### src/rtl/arm_pkg.sv
// Shared types and constants for the ARM-style front end: word width, NOP encoding,
// fetch FSM states and the instruction/PC pair carried into the IF/ID register.
package arm_pkg;

   localparam int WORD_W = 32;

   // MOV r0,r0 with condition AL: architecturally a no-op, used for bubbles and flushes.
   localparam logic [WORD_W-1:0] NOP_INSTR = 32'hE1A0_0000;

   typedef enum logic [1:0] {
      FETCH = 2'd0,
      HOLD  = 2'd1,
      DROP  = 2'd2
   } if_state_t;

   typedef struct packed {
      logic [WORD_W-1:0] instr;
      logic [WORD_W-1:0] pc;
   } fetch_word_t;

   function automatic logic [WORD_W-1:0] pc_add(input logic [WORD_W-1:0] pc,
                                                 input logic [WORD_W-1:0] step);
      return pc + step;
   endfunction

endpackage

### src/rtl/if_id_reg.sv
// IF/ID pipeline register. Update priority: reset > flush > hold > load > bubble.
// Flush and bubble both leave PC untouched and only replace the instruction with a NOP.
module if_id_reg
   import arm_pkg::*;
(
   input  logic              clk,
   input  logic              rst,
   input  logic              flush,
   input  logic              hold,
   input  logic              load,
   input  fetch_word_t       load_word,
   output logic [WORD_W-1:0] instr,
   output logic [WORD_W-1:0] pc,
   output logic              valid
);

   always_ff @(posedge clk or posedge rst) begin
      if (rst) begin
         instr <= NOP_INSTR;
         pc    <= '0;
         valid <= 1'b0;
      end else if (flush) begin
         instr <= NOP_INSTR;
         valid <= 1'b0;
      end else if (hold) begin
         instr <= instr;
         pc    <= pc;
         valid <= valid;
      end else if (load) begin
         instr <= load_word.instr;
         pc    <= load_word.pc;
         valid <= 1'b1;
      end else begin
         instr <= NOP_INSTR;
         valid <= 1'b0;
      end
   end

endmodule

### src/rtl/if_stage.sv
// Instruction-fetch stage: PC ownership, variable-latency imem req/ack, one-entry stall buffer
// and IF/ID register. Optional IF_STAGE_PERF_CNT_EN adds fetch_cnt/stall_cnt outputs.
//
// Memory handshake: imem_req is a level held while a fetch is outstanding; imem_addr is stable
// until imem_ack, a single-cycle pulse qualifying imem_rdata. A request is never withdrawn
// mid-flight, so a redirect during a pending fetch waits in DROP for the stale ack.
module if_stage
   import arm_pkg::*;
#(
   parameter logic [WORD_W-1:0] RESET_PC = 32'h0000_0000,
   parameter logic [WORD_W-1:0] PC_STEP  = 32'd4
) (
   input  logic              clk,
   input  logic              rst,
   input  logic              freeze,
   input  logic              Branch_taken,
   input  logic [WORD_W-1:0] Branch_addr,
   output logic              imem_req,
   output logic [WORD_W-1:0] imem_addr,
   input  logic              imem_ack,
   input  logic [WORD_W-1:0] imem_rdata,
   output logic [WORD_W-1:0] Instruction,
   output logic [WORD_W-1:0] PC,
   output logic              valid,
   output if_state_t         dbg_state
`ifdef IF_STAGE_PERF_CNT_EN
   ,
   output logic [WORD_W-1:0] fetch_cnt,
   output logic [WORD_W-1:0] stall_cnt
`endif
);

   if_state_t         state, state_nxt;
   logic [WORD_W-1:0] req_pc, req_pc_nxt;
   logic [WORD_W-1:0] target, target_nxt;
   fetch_word_t       buf_q, buf_nxt;
   logic [WORD_W-1:0] pc_inc;
   logic              load;
   fetch_word_t       load_word;

   assign pc_inc    = pc_add(req_pc, PC_STEP);
   assign imem_req  = (state != HOLD);
   assign imem_addr = req_pc;
   assign dbg_state = state;

   always_ff @(posedge clk or posedge rst) begin
      if (rst) begin
         state  <= FETCH;
         req_pc <= RESET_PC;
         target <= RESET_PC;
         buf_q  <= '0;
      end else begin
         state  <= state_nxt;
         req_pc <= req_pc_nxt;
         target <= target_nxt;
         buf_q  <= buf_nxt;
      end
   end

   always_comb begin
      state_nxt  = state;
      req_pc_nxt = req_pc;
      target_nxt = target;
      buf_nxt    = buf_q;
      load       = 1'b0;
      load_word  = '0;
      case (state)
         FETCH: begin
            if (imem_ack) begin
               if (Branch_taken) begin
                  req_pc_nxt = Branch_addr;
               end else if (freeze) begin
                  buf_nxt    = '{instr: imem_rdata, pc: pc_inc};
                  req_pc_nxt = pc_inc;
                  state_nxt  = HOLD;
               end else begin
                  load       = 1'b1;
                  load_word  = '{instr: imem_rdata, pc: pc_inc};
                  req_pc_nxt = pc_inc;
               end
            end else if (Branch_taken) begin
               target_nxt = Branch_addr;
               state_nxt  = DROP;
            end
         end
         HOLD: begin
            // The buffer is only meaningful in HOLD, so leaving HOLD empties it.
            if (Branch_taken) begin
               req_pc_nxt = Branch_addr;
               state_nxt  = FETCH;
            end else if (!freeze) begin
               load      = 1'b1;
               load_word = buf_q;
               state_nxt = FETCH;
            end
         end
         DROP: begin
            // A branch arriving together with the stale ack is the newest redirect.
            if (imem_ack) begin
               req_pc_nxt = Branch_taken ? Branch_addr : target;
               state_nxt  = FETCH;
            end else if (Branch_taken) begin
               target_nxt = Branch_addr;
            end
         end
         default: begin
            state_nxt = FETCH;
         end
      endcase
   end

   if_id_reg u_if_id_reg (
      .clk       (clk),
      .rst       (rst),
      .flush     (Branch_taken),
      .hold      (freeze),
      .load      (load),
      .load_word (load_word),
      .instr     (Instruction),
      .pc        (PC),
      .valid     (valid)
   );

`ifdef IF_STAGE_PERF_CNT_EN
   always_ff @(posedge clk or posedge rst) begin
      if (rst) begin
         fetch_cnt <= '0;
         stall_cnt <= '0;
      end else begin
         if (load && !Branch_taken && !freeze) begin
            fetch_cnt <= fetch_cnt + 1'b1;
         end
         if ((imem_req && !imem_ack) || (state == HOLD)) begin
            stall_cnt <= stall_cnt + 1'b1;
         end
      end
   end
`endif

endmodule

### config.mk
export PLATFORM = sky130hd
export DESIGN_NAME = if_stage
export DESIGN_NICKNAME = d
export VERILOG_FILES = /design/src/rtl/arm_pkg.sv /design/src/rtl/if_id_reg.sv /design/src/rtl/if_stage.sv
export SDC_FILE = /design/constraint.sdc
export NUM_CORES = 1
export LEC_CHECK = 0
export BUFFER_PORTS_ARGS = -buffer_cell sky130_fd_sc_hd__buf_2
export CAP_MARGIN = 20
export CELL_PAD_IN_SITES_DETAIL_PLACEMENT = 1
export CELL_PAD_IN_SITES_GLOBAL_PLACEMENT = 1
export CORE_MARGIN = 10
export CORE_UTILIZATION = 47
export CTS_CLUSTER_DIAMETER = 200
export DETAILED_ROUTE_END_ITERATION = 12
export GPL_TIMING_DRIVEN = 0
export PLACE_DENSITY_LB_ADDON = 0.15
export SLEW_MARGIN = 30
export SYNTH_ARGS = -nofsm -noshare
export SYNTH_HDL_FRONTEND = slang
export SYNTH_SLANG_ARGS = --single-unit
### constraint.sdc
create_clock -name clk -period 11.3 [get_ports clk]
set_input_delay 2.26 -clock clk [delete_from_list [all_inputs] [get_ports clk]]
set_output_delay 2.26 -clock clk [all_outputs]
set_load 0.02 [all_outputs]
==> Implementation_results.wiki <==
{| class="wikitable"
! Metric !! Value
|-
| Run status || finished clean
|-
| Number of hold-slack violations in the final timing report || 0
|-
| Number of cells on the worst reg-to-reg path || 9
|-
| All-Layer GR Usage || 24.3%
|-
| Hold WC Path Type || reg -> reg
|-
| Hold buffer count at CTS || 0
|-
| Endpoint kind of the worst setup timing path || flip-flop
|-
| Worst endpoint required time || 11.59 ns
|-
| Count of instances resized after the clock tree is built || 0
|-
| Max Cap Violations || 0
|-
| Starting Density || 48.2%
|-
| Launch instance of the worst register-to-register path || dbg_state[0]
|-
| Largest net degree at the start of global routing || 69
|-
| Critical path startpoint category || primary input
|-
| Clock Sink Count || 195
|-
| Synthesis warning total || 0
|-
| Post-synth top flop || sky130_fd_sc_hd__dfrtp_1
|-
| Vertical extent of the die || 162 microns
|-
| Total via count in the routed design || 8283
|-
| Setup TNS Final || 0 ns
|-
| Post-synth cell types || 61
|-
| Wire length of the first global-routing pass || 50700 microns
|-
| Fill cell instance count of the final layout || 2264
|-
| Final Cycle Share || 38.5%
|-
| Post-Route Skew || 0.0109 ns
|-
| I/O pin count || 169
|-
| Crit path to || u_if_id_reg.instr[2]
|-
| Total inserted antenna cells || 0
|-
| DRT Wirelength || 32100 microns
|-
| Actual transition at the worst max-transition pin || 0.952 ns
|-
| CTS tree || done
|-
| Remaining max-slew budget at the tightest pin || 36.3%
|-
| Number of detailed-route iterations in the first pass || 5
|-
| Initial detailed-routing violation count || 606
|-
| CTS clock-pin slew for the worst setup and hold paths || 0.07 ns
|-
| Pins Over Slew Limit || 0
|-
| Mean cell area of the mapped netlist || 10.2 sq um
|-
| Antenna violations before repair || 0
|-
| P_leak || 5.10 nW
|-
| Final net count || 1187
|-
| Gate count of the mapped netlist || 926
|-
| Total power per unit cell area || 303 mW/mm^2
|-
| Half-perimeter wire length after placement || 23700 microns
|-
| Vias per std cell || 5.95
|-
| Final antenna-violating net count || 0
|-
| Cell at the root of the clock tree || sky130_fd_sc_hd__clkbuf_16
|-
| Capturing point of the worst reg2reg path || imem_addr[22]
|-
| Final setup violating endpoints || 0
|-
| Layout Cells excl Fill || 1392
|-
| Area used by sequential logic in the layout || 0.00489 sq mm
|-
| Critical Setup Path Class || in -> reg
|-
| Global placement routability congestion || 0.883
|-
| Cell Count Post-Placement || 1360
|-
| Critical Path AT || 4.64 ns
|-
| Die boundary width || 162 microns
|-
| RSZ-0062 raised after global routing || false
|-
| Post-DR wirelength/cell || 23.1 microns
|-
| Total number of H-tree levels || 4
|-
| Area of the multi-input gates || 0.00424 sq mm
|-
| Maximum clock frequency || 230 MHz
|-
| Number of buffers added by the clock tree synthesis step || 17
|-
| Post-synth EDFFs || 0
|-
| Fraction of synthesis flops using an asynchronous set or reset pin || 100%
|-
| Fraction of layout cells with a size suffix above 1 || 28.1%
|-
| Sequential area share after synthesis || 51.5%
|-
| Layout Area Growth over Synthesis || 19.5%
|-
| R2R Setup Slk || 8.19 ns
|-
| Clock insertion delay at the later pin of the skew report || 0.44 ns
|-
| Total congestion overflow after global routing || 0
|-
| Area of the placeable core || 0.0197 sq mm
|-
| Maximum count of clock buffers along a single path || 2
|-
| Post-Synthesis Net Count || 999
|-
| Die Area || 0.0263 sq mm
|-
| Min Tclk post-route || 4.35 ns
|-
| Number of I/O port buffers || 167
|-
| Number of global-route vias before repair || 8887
|-
| Startpoint of the most critical hold path || buf_q[17]
|-
| Detailed-route DRC error count || 0
|-
| Number of flip-flops and latches in the synthesized netlist || 195
|-
| Peak supply drop || 0.134 mV
|-
| Maximum net fanout on the critical path || 10
|-
| Critical path startpoint || Branch_taken
|-
| Post-CTS Setup Repair Bufs || 0
|-
| Post-synthesis cell area || 0.00948 sq mm
|-
| Row Count || 51
|}
## power breakdown
part           switching (mW)  internal (mW)
registers               0.231           1.00
clock network           0.282          0.374
logic                   0.974          0.571
## metal layers
metal / GRT usage (%) / wire [microns] / share of wire, % / vias up
met5: 0 / 0 / 0 / -
met4: 6.24 / 516 / 1.6 / 0
met3: 6.42 / 2150 / 6.7 / 33
met2: 38.7 / 15000 / 47 / 270
met1: 32.2 / 14500 / 45 / 4249
li1: - / - / - / 3731
## sequential cells by signal (all words and copies together) (netlist names)
name and cells:
buf_q 64, u_if_id_reg.valid 1, target 32, imem_addr 32, u_if_id_reg.pc 32, u_if_id_reg.instr 32
dbg_state 2
## cell usage in the layout, fill, tap and decap left out, types with 4 or more instances in the layout
cell type	n
sky130_fd_sc_hd__dfrtp_1	189
sky130_fd_sc_hd__buf_2	171
sky130_fd_sc_hd__a21oi_1	85
sky130_fd_sc_hd__nor2_1	84
sky130_fd_sc_hd__nand2_1	81
sky130_fd_sc_hd__mux2_2	78
sky130_fd_sc_hd__o21ai_0	67
sky130_fd_sc_hd__a22oi_1	54
sky130_fd_sc_hd__clkbuf_1	49
sky130_fd_sc_hd__nand3_1	19
sky130_fd_sc_hd__clkbuf_16	17
sky130_fd_sc_hd__xor2_1	15
sky130_fd_sc_hd__xnor2_1	13
sky130_fd_sc_hd__buf_1	13
sky130_fd_sc_hd__a221oi_1	13
sky130_fd_sc_hd__and3_1	11
sky130_fd_sc_hd__inv_1	11
sky130_fd_sc_hd__nand4_1	9
sky130_fd_sc_hd__mux2i_1	8
sky130_fd_sc_hd__nor3_1	7
sky130_fd_sc_hd__o21ai_1	6
sky130_fd_sc_hd__o22ai_1	6
sky130_fd_sc_hd__o22a_1	6
sky130_fd_sc_hd__a221o_1	6
sky130_fd_sc_hd__o21a_1	6
sky130_fd_sc_hd__nor4_1	6
sky130_fd_sc_hd__dfstp_2	6
sky130_fd_sc_hd__a21o_1	5
sky130_fd_sc_hd__o221a_2	5
sky130_fd_sc_hd__a211oi_1	5
sky130_fd_sc_hd__and2_1	4
sky130_fd_sc_hd__o31ai_1	4
sky130_fd_sc_hd__buf_4	4
sky130_fd_sc_hd__ha_1	4
sky130_fd_sc_hd__bufinv_16	4
## synthesized netlist by cell type (7+ instances only)
| cell type | instances | area (sq um) |
|---|---|---|
| sky130_fd_sc_hd__buf_1 | 13 | 48.8 |
| sky130_fd_sc_hd__nand4_1 | 9 | 56.3 |
| sky130_fd_sc_hd__a221oi_1 | 13 | 114 |
| sky130_fd_sc_hd__xnor2_1 | 13 | 114 |
| sky130_fd_sc_hd__and3_1 | 11 | 68.8 |
| sky130_fd_sc_hd__nor3_1 | 7 | 35.0 |
| sky130_fd_sc_hd__clkbuf_1 | 46 | 173 |
| sky130_fd_sc_hd__mux2i_1 | 8 | 80.1 |
| sky130_fd_sc_hd__mux2_2 | 78 | 878 |
| sky130_fd_sc_hd__a22oi_1 | 54 | 405 |
| sky130_fd_sc_hd__nor2_1 | 84 | 315 |
| sky130_fd_sc_hd__inv_1 | 12 | 45.0 |
| sky130_fd_sc_hd__xor2_1 | 15 | 131 |
| sky130_fd_sc_hd__a21oi_1 | 85 | 425 |
| sky130_fd_sc_hd__nand2_1 | 81 | 304 |
| sky130_fd_sc_hd__nand3_1 | 19 | 95.1 |
| sky130_fd_sc_hd__o21ai_0 | 67 | 335 |
| sky130_fd_sc_hd__dfrtp_1 | 189 | 4730 |
## worst max-delay path, stage by stage
cell and delay, ns:
sky130_fd_sc_hd__clkbuf_1 0.43, sky130_fd_sc_hd__buf_1 0.46, sky130_fd_sc_hd__buf_2 0.32, sky130_fd_sc_hd__buf_1 0.55, sky130_fd_sc_hd__buf_1 0.48, sky130_fd_sc_hd__nor2_1 0.13
## final cells by class
cell class | instances | share of cell area [%]
plain buffers | 72 | 2.78
clock buffers | 20 | 3.85
clock inverters | 12 | 1.62
inverters | 12 | 0.464
multi-input cells | 647 | 37.4
flip-flops and latches | 195 | 43.1
well taps | 265 | 2.93
repair buffers | 169 | 7.86
## worst min-delay path by stage
| stage | end | slack [ns] | cells after the start |
|---|---|---|---|
| final | buf_q[17] | 0.48 | 2 |
| after detailed placement | buf_q[15] | 0.46 | 2 |
| after CTS | buf_q[17] | 0.48 | 2 |
| after floorplan | buf_q[30] | 0.44 | 2 |
| after global routing | u_if_id_reg.instr[31] | 0.51 | 2 |
| after global placement | buf_q[15] | 0.45 | 2 |
## metrics by stage
stage | utilization (%) | hold WS, ns | setup slack [ns] | total power [mW] | cell area, sq um
final | 57.7 | 0.479 | 6.95 | 3.43 | 11300
after CTS | 57.7 | 0.481 | 6.99 | 3.42 | 11300
after floorplan | - | 0.441 | 3.74 | 2.20 | 9480
after detailed placement | 54.5 | 0.465 | 6.56 | 2.75 | 10700
after global routing | 57.7 | 0.511 | 6.85 | 3.65 | 11300
after global placement | 54.2 | 0.453 | 1.27 | 2.68 | 10700
## cell families (layout without fill, tap and decap cells)
kind of cell               after synthesis  in the layout  synth area share [%]
AOI/OAI and AO/OA                      286            286                  19.2
xor gates and xnor gates                28             28                  2.59
adders and majority gates                4              4                 0.528
buffers and inverters                   84            285                  3.80
DFF                                    195            195                  51.5
muxes                                   86             86                  10.1
and+or+nand+nor                        243            243                  12.3
No activity file was read; power rests on OpenSTA's default activity.
